--- config.mk ---
export PLATFORM = sky130hd
export DESIGN_NAME = hazard_ctrl_flat
export DESIGN_NICKNAME = d
export VERILOG_FILES = /design/src/rtl/hazard_pkg.sv /design/src/rtl/hazard_ctrl_if.sv /design/src/rtl/sat_counter16.sv /design/src/rtl/hazard_ctrl.sv /design/src/flat_wrapper.sv
export SDC_FILE = /design/constraint.sdc
export NUM_CORES = 1
export LEC_CHECK = 0
export ABC_CLOCK_PERIOD_IN_PS = 3100
export BUFFER_PORTS_ARGS = -buffer_cell sky130_fd_sc_hd__buf_2
export CAP_MARGIN = 20
export CORE_ASPECT_RATIO = 1.5
export CORE_MARGIN = 3
export CORE_UTILIZATION = 25
export DETAILED_ROUTE_END_ITERATION = 10
export GPL_ROUTABILITY_DRIVEN = 0
export PLACE_DENSITY = 0.48
export RECOVER_POWER = 25
export SLEW_MARGIN = 20
export SYNTH_ARGS = -nofsm -noshare
export SYNTH_HDL_FRONTEND = slang
export SYNTH_HIERARCHICAL = 1
export SYNTH_SLANG_ARGS = --single-unit
--- constraint.sdc ---
create_clock -name clk -period 3.1 [get_ports clk]
set_input_delay 0.62 -clock clk [delete_from_list [all_inputs] [get_ports clk]]
set_output_delay 0.62 -clock clk [all_outputs]
set_load 0.1 [all_outputs]
--- src/rtl/hazard_pkg.sv ---
// ---------------------------------------------------------------------------
// hazard_pkg
// Shared types and constants for the pipeline hazard controller.
//   REG_AW       : register-number width
//   CNT_W        : event-counter width
//   hz_state_e   : controller state (RUN, LSTALL, FLUSH)
//   load_use()   : load-use hazard detect between EX and ID
// ---------------------------------------------------------------------------
package hazard_pkg;

    localparam int REG_AW = 4;
    localparam int CNT_W  = 16;

    typedef enum logic [1:0] {
        RUN    = 2'd0,
        LSTALL = 2'd1,
        FLUSH  = 2'd2
    } hz_state_e;

    // A load in EX whose destination is read by the instruction in ID.
    function automatic logic load_use(
        input logic              mem2reg,
        input logic              rf_wen,
        input logic [REG_AW-1:0] rdest,
        input logic [REG_AW-1:0] rs1,
        input logic              use_rs1,
        input logic [REG_AW-1:0] rs2,
        input logic              use_rs2
    );
        logic hit1;
        logic hit2;
        hit1 = use_rs1 & (rs1 == rdest);
        hit2 = use_rs2 & (rs2 == rdest);
        return mem2reg & rf_wen & (hit1 | hit2);
    endfunction

endpackage

--- src/rtl/hazard_ctrl_if.sv ---
// ---------------------------------------------------------------------------
// hazard_ctrl_if
// Bundle between the pipeline datapath and the hazard controller.
//   Pipeline -> controller : rf_wen_idex, mem2reg_idex, rdest_ex, rs1_id,
//                            rs2_id, use_rs1_id, use_rs2_id, redirect_ex
//   Controller -> pipeline : pc_stall, ifid_stall, idex_bubble, ifid_flush,
//                            stall_cnt, flush_cnt
//   modport master : pipeline side
//   modport slave  : hazard controller side
// ---------------------------------------------------------------------------
interface hazard_ctrl_if;
    import hazard_pkg::*;

    logic              rf_wen_idex;
    logic              mem2reg_idex;
    logic [REG_AW-1:0] rdest_ex;
    logic [REG_AW-1:0] rs1_id;
    logic [REG_AW-1:0] rs2_id;
    logic              use_rs1_id;
    logic              use_rs2_id;
    logic              redirect_ex;

    logic              pc_stall;
    logic              ifid_stall;
    logic              idex_bubble;
    logic              ifid_flush;
    logic [CNT_W-1:0]  stall_cnt;
    logic [CNT_W-1:0]  flush_cnt;

    modport master (
        output rf_wen_idex, mem2reg_idex, rdest_ex, rs1_id, rs2_id,
               use_rs1_id, use_rs2_id, redirect_ex,
        input  pc_stall, ifid_stall, idex_bubble, ifid_flush,
               stall_cnt, flush_cnt
    );

    modport slave (
        input  rf_wen_idex, mem2reg_idex, rdest_ex, rs1_id, rs2_id,
               use_rs1_id, use_rs2_id, redirect_ex,
        output pc_stall, ifid_stall, idex_bubble, ifid_flush,
               stall_cnt, flush_cnt
    );

endinterface

--- src/rtl/sat_counter16.sv ---
// ---------------------------------------------------------------------------
// sat_counter16
// 16-bit up-counter that sticks at 0xFFFF instead of wrapping.
//   clk   : clock
//   rst   : asynchronous active-high reset, clears the count
//   inc   : count one event at the next rising edge
//   count : current count
// ---------------------------------------------------------------------------
module sat_counter16 (
    input  logic        clk,
    input  logic        rst,
    input  logic        inc,
    output logic [15:0] count
);

    logic [15:0] count_r;

    // Saturating event count.
    always_ff @(posedge clk or posedge rst) begin
        if (rst) begin
            count_r <= 16'd0;
        end else if (inc && (count_r != 16'hFFFF)) begin
            count_r <= count_r + 16'd1;
        end else begin
            count_r <= count_r;
        end
    end

    assign count = count_r;

endmodule

--- src/rtl/hazard_ctrl.sv ---
// ---------------------------------------------------------------------------
// hazard_ctrl
// Load-use stall and control-redirect flush controller for a 5-stage
// pipeline. Responses are Mealy (same cycle as the hazard); the state only
// sequences the cycle that follows a stall or a redirect.
//   clk : pipeline clock
//   rst : asynchronous active-high reset
//   hz  : hazard_ctrl_if.slave (pipeline status in, stall/flush controls
//         and saturating stall/flush event counters out)
// ---------------------------------------------------------------------------
module hazard_ctrl
    import hazard_pkg::*;
(
    input  logic          clk,
    input  logic          rst,
    hazard_ctrl_if.slave  hz
);

    hz_state_e state_r;
    hz_state_e state_nxt_s;

    logic lu_s;
    logic pc_stall_s;
    logic ifid_stall_s;
    logic idex_bubble_s;
    logic ifid_flush_s;
    logic stall_inc_s;
    logic flush_inc_s;

    assign lu_s = load_use(hz.mem2reg_idex, hz.rf_wen_idex, hz.rdest_ex,
                           hz.rs1_id, hz.use_rs1_id,
                           hz.rs2_id, hz.use_rs2_id);

    // Control decode and next state. Reset forces every control low
    // immediately, independent of the clock.
    always_comb begin
        pc_stall_s    = 1'b0;
        ifid_stall_s  = 1'b0;
        idex_bubble_s = 1'b0;
        ifid_flush_s  = 1'b0;
        stall_inc_s   = 1'b0;
        flush_inc_s   = 1'b0;
        state_nxt_s   = RUN;
        if (rst) begin
            state_nxt_s = RUN;
        end else begin
            case (state_r)
                RUN: begin
                    // A redirect discards the stalled instruction anyway,
                    // so it takes priority over the load-use stall.
                    if (hz.redirect_ex) begin
                        ifid_flush_s  = 1'b1;
                        idex_bubble_s = 1'b1;
                        flush_inc_s   = 1'b1;
                        state_nxt_s   = FLUSH;
                    end else if (lu_s) begin
                        pc_stall_s    = 1'b1;
                        ifid_stall_s  = 1'b1;
                        idex_bubble_s = 1'b1;
                        stall_inc_s   = 1'b1;
                        state_nxt_s   = LSTALL;
                    end else begin
                        state_nxt_s   = RUN;
                    end
                end
                LSTALL: begin
                    // The load has moved to MEM; one bubble is enough.
                    state_nxt_s = RUN;
                end
                FLUSH: begin
                    // Squash the one fetch issued before the new PC landed.
                    ifid_flush_s = 1'b1;
                    state_nxt_s  = RUN;
                end
                default: begin
                    state_nxt_s = RUN;
                end
            endcase
        end
    end

    // State register.
    always_ff @(posedge clk or posedge rst) begin
        if (rst) begin
            state_r <= RUN;
        end else begin
            state_r <= state_nxt_s;
        end
    end

    assign hz.pc_stall    = pc_stall_s;
    assign hz.ifid_stall  = ifid_stall_s;
    assign hz.idex_bubble = idex_bubble_s;
    assign hz.ifid_flush  = ifid_flush_s;

    sat_counter16 u_stall_cnt (
        .clk   (clk),
        .rst   (rst),
        .inc   (stall_inc_s),
        .count (hz.stall_cnt)
    );

    sat_counter16 u_flush_cnt (
        .clk   (clk),
        .rst   (rst),
        .inc   (flush_inc_s),
        .count (hz.flush_cnt)
    );

endmodule

--- src/flat_wrapper.sv ---
// flat-port wrapper written by rule: the top's interface ports become plain ports
module hazard_ctrl_flat import hazard_pkg::*;
  (clk, rst, hz_rf_wen_idex, hz_mem2reg_idex, hz_rdest_ex, hz_rs1_id, hz_rs2_id, hz_use_rs1_id, hz_use_rs2_id, hz_redirect_ex, hz_pc_stall, hz_ifid_stall, hz_idex_bubble, hz_ifid_flush, hz_stall_cnt, hz_flush_cnt);
  hazard_ctrl_if hz_i ();
  input  logic clk;
  input  logic rst;
  input wire logic [$bits(hz_i.rf_wen_idex)-1:0] hz_rf_wen_idex;
  input wire logic [$bits(hz_i.mem2reg_idex)-1:0] hz_mem2reg_idex;
  input wire logic [$bits(hz_i.rdest_ex)-1:0] hz_rdest_ex;
  input wire logic [$bits(hz_i.rs1_id)-1:0] hz_rs1_id;
  input wire logic [$bits(hz_i.rs2_id)-1:0] hz_rs2_id;
  input wire logic [$bits(hz_i.use_rs1_id)-1:0] hz_use_rs1_id;
  input wire logic [$bits(hz_i.use_rs2_id)-1:0] hz_use_rs2_id;
  input wire logic [$bits(hz_i.redirect_ex)-1:0] hz_redirect_ex;
  output wire logic [$bits(hz_i.pc_stall)-1:0] hz_pc_stall;
  output wire logic [$bits(hz_i.ifid_stall)-1:0] hz_ifid_stall;
  output wire logic [$bits(hz_i.idex_bubble)-1:0] hz_idex_bubble;
  output wire logic [$bits(hz_i.ifid_flush)-1:0] hz_ifid_flush;
  output wire logic [$bits(hz_i.stall_cnt)-1:0] hz_stall_cnt;
  output wire logic [$bits(hz_i.flush_cnt)-1:0] hz_flush_cnt;
  assign hz_i.rf_wen_idex = hz_rf_wen_idex;
  assign hz_i.mem2reg_idex = hz_mem2reg_idex;
  assign hz_i.rdest_ex = hz_rdest_ex;
  assign hz_i.rs1_id = hz_rs1_id;
  assign hz_i.rs2_id = hz_rs2_id;
  assign hz_i.use_rs1_id = hz_use_rs1_id;
  assign hz_i.use_rs2_id = hz_use_rs2_id;
  assign hz_i.redirect_ex = hz_redirect_ex;
  assign hz_pc_stall = hz_i.pc_stall;
  assign hz_ifid_stall = hz_i.ifid_stall;
  assign hz_idex_bubble = hz_i.idex_bubble;
  assign hz_ifid_flush = hz_i.ifid_flush;
  assign hz_stall_cnt = hz_i.stall_cnt;
  assign hz_flush_cnt = hz_i.flush_cnt;
  hazard_ctrl u_core (.clk(clk), .rst(rst), .hz(hz_i));
endmodule
==> results.sh <==
export IMPL_status="finished, final reports clean"
export IMPL_drc=0
export IMPL_dieArea_um2=8350
export IMPL_final_common_cell="buf_2"
export IMPL_viasPerCell=4.95
export IMPL_dpl_cell_count=301
export IMPL_grt_pass1_vias=1561
export IMPL_routed_wl_um=4420
export IMPL_vdd_ir_drop_max_v=0.000677
export IMPL_worst_pin_slew_ns=0.650
export IMPL_cts_setup_buffers=0
export IMPL_multi_input_area_um2=950
export IMPL_htreeDepth=2
export IMPL_power_switching_mw=0.586
export IMPL_areaGrowthSynthToFinish_pct=27.7
export IMPL_cpPeakStageDelay_ns=0.22
export IMPL_dieHeight_um=110
export IMPL_synthesis_area_um2=1820
export IMPL_drive_above_1_share_pct=34.2
export IMPL_netSwitchingFraction_pct=44.1
export IMPL_ys_seq_area_share_pct=46.8
export IMPL_antennaDiodeCount=0
export IMPL_synth_avg_cell_area_um2=10.8
export IMPL_cts_resized=0
export IMPL_ant_nets=0
export IMPL_worstPathRequired_ns=2.48
export IMPL_fp_row_count=37
export IMPL_cts_tree="done"
export IMPL_critPathArrivalTime_ns=1.90
export IMPL_port_buffers=54
export IMPL_drt_iter0_markers=47
export IMPL_grt_usage_pct=11.4
export IMPL_crit_cells=7
export IMPL_crit_path_top_delay_cell="and3_1"
export IMPL_stdcell_area_um2=2320
export IMPL_final_util_pct=33.4
export IMPL_grt_max_degree=17
export IMPL_firstDrtPassIters=6
export IMPL_cts_sinks=34
export IMPL_worstSetupPathType="input pin to primary output"
export IMPL_synth_cell_types=28
export IMPL_p_leak_nw=1.18
export IMPL_cts_made_buffers=5
export IMPL_postPlaceCellArea_um2=2230
export IMPL_power_density_nw_per_um2=573
export IMPL_synthCells=169
export IMPL_slew_headroom_pct=56.6
export IMPL_antenna_found_initial=0
export IMPL_r2r_start="u_core/state_r[0]$_DFF_PP0_"
export IMPL_path_buf_inv=3
export IMPL_seqCellArea_um2=851
export IMPL_cp_max_fo=8
export IMPL_startpoint="rst"
export IMPL_hp_class="input pin to asynchronous set/reset pin"
export IMPL_slew_violations=0
export IMPL_setup_viol=0
export IMPL_synth_seq_cells=34
export IMPL_p_comb_share_pct=33.6
export IMPL_max_clock_freq_mhz=397
export IMPL_period_share_pct=81.3
export IMPL_syn_num_nets=190
export IMPL_endpoint_kind="primary output"
export IMPL_path_clk_slew_ns=0.08
export IMPL_rsz0062_at_grt="no"
export IMPL_clock_latency_ns=0.29
export IMPL_clockRootBuffer="clkbuf_8"
export IMPL_hold_violations=0
export IMPL_cp_cell_sequence="clkbuf_1 -> nor3_1 -> and3_1 -> nand4_1 -> a21oi_4 -> buf_4 -> buf_12"
export IMPL_clock_skew_ns=0.00872
export IMPL_stdcell_count=309
export IMPL_grt_overflow_total=0
export IMPL_seqPwrFrac_pct=40.4
export IMPL_drv_cap=0
export IMPL_crit_family="simple AND/OR/NAND/NOR gates"
export IMPL_wl_per_cell_um=14.3
export IMPL_place_hpwl_um=3440
export IMPL_cp_start_kind="input pin"
export IMPL_finalHoldWorstSlack_ns=0.226
export IMPL_final_nets=251
export IMPL_num_io_pins=55
export IMPL_yosys_warnings=6
export IMPL_die_width_um=75.6
export IMPL_layout_common_cells="buf_2, dfrtp_1, xnor2_1"
export IMPL_via_count=1529
export IMPL_core_area_um2=6940
export IMPL_holdBufCountCts=0
export IMPL_r2r_cells=8
export IMPL_grt_first_pass_wirelength_um=7420
export IMPL_clockBufferDepth=2
export IMPL_internal_power_mw=0.744
export IMPL_fillers=737
export IMPL_power_frac_clock_pct=26.1
export IMPL_initial_core_util_pct=26.2
export IMPL_layout_min_cycle_time_ns=2.52
export IMPL_fin_setup_tns_ns=0
worst reg2reg max path, stage by stage (launching register included):
cell	delay [ns]
dfrtp_1	0.40
nor3_1	0.22
and3_1	0.22
nand4_1	0.18
a21oi_4	0.20
and4_1	0.31
nand3_1	0.15
nor2_1	0.14
mux2_2	0.33
power groups by stage:
stage	Clock (mW)	Combinational [mW]	Sequential (mW)
6_report	0.347	0.446	0.537
5_1_grt	0.379	0.469	0.548
4_1_cts	0.359	0.450	0.538
3_5_place_dp	0	0.449	0.545
3_3_place_gp	0	0.448	0.545
2_1_floorplan	0	0.101	0.804
logic make-up (layout without fill, tap and decap cells):
| logic type | Yosys count | after routing | share of synthesized area, % |
|---|---|---|---|
| XOR/XNOR | 27 | 27 | 13.0 |
| flip-flops | 34 | 34 | 46.8 |
| multiplexers | 6 | 6 | 3.58 |
| AO/OA/AOI/OAI | 9 | 9 | 3.37 |
| buffers and inverters | 8 | 70 | 1.86 |
| adder cells (fa/ha/maj) | 2 | 2 | 1.38 |
| AND/OR/NAND/NOR | 83 | 83 | 30.0 |
Yosys cell counts:
library cell / n / share of area, %
dfrtp_1: 34 / 47
xnor2_1: 24 / 12
nand3_1: 15 / 4.1
nand2_1: 13 / 2.7
nand4_1: 12 / 4.1
and3_1: 9 / 3.1
inv_1: 7 / 1.4
nor2_1: 7 / 1.4
and4_1: 6 / 2.9
a21oi_1: 5 / 1.4
mux2_2: 4 / 2.5
nand2b_1: 3 / 1.0
nor3_1: 3 / 0.83
xor2_1: 3 / 1.4
and2_1: 2 / 0.69
and3_2: 2 / 0.83
and4_2: 2 / 1.1
ha_1: 2 / 1.4
mux2i_1: 2 / 1.1
nand2_2: 2 / 0.69
nand4_2: 2 / 1.4
nand4_4: 2 / 2.3
nor4_4: 2 / 2.3
o21a_1: 2 / 0.83
a222oi_1: 1 / 0.55
buf_4: 1 / 0.41
o2111a_1: 1 / 0.62
or2b_1: 1 / 0.41
final cells by class:
cell class	instances	area share, %
clock inverters	1	0.216
repair buffers	55	13.2
multi-input cells	127	40.9
well taps	78	4.20
flip-flops and latches	34	36.6
inverters	7	1.13
clock buffers	7	3.72
per-layer routing:
| layer | track usage, % | up-vias | wire length [µm] |
|---|---|---|---|
| li1 | - | 732 | - |
| met4 | 3.50 | 0 | 68 |
| met1 | 12.4 | 751 | 1720 |
| met2 | 20.5 | 40 | 2450 |
| met3 | 3.10 | 6 | 184 |
| met5 | 0 | - | 0 |
registers in the layout, indices dropped and copies added (netlist names):
name,count
u_core/u_flush_cnt/count,16
u_core/u_stall_cnt/count,16
u_core/state_r,2
stage by stage:
stage | total power [mW] | setup WS [ns]
after floorplan | 0.905 | 0.216
after global placement | 0.994 | 0.485
after detailed placement | 0.994 | 0.492
after CTS | 1.35 | 0.567
after global routing | 1.40 | 0.429
final | 1.33 | 0.578
final timing paths:
path,endpoint,slack (ns)
min in group clk,u_core/u_stall_cnt/count[15]$_DFFE_PP0P_,0.51
min reg2reg,u_core/u_stall_cnt/count[15]$_DFFE_PP0P_,0.51
max in group asynchronous,u_core/u_stall_cnt/count[9]$_DFFE_PP0P_,2.21
min,u_core/state_r[0]$_DFF_PP0_,0.23
max reg2reg,u_core/u_stall_cnt/count[14]$_DFFE_PP0P_,0.85
max,hz_ifid_stall,0.58
Note: power is estimated with default switching activity, not from simulation.
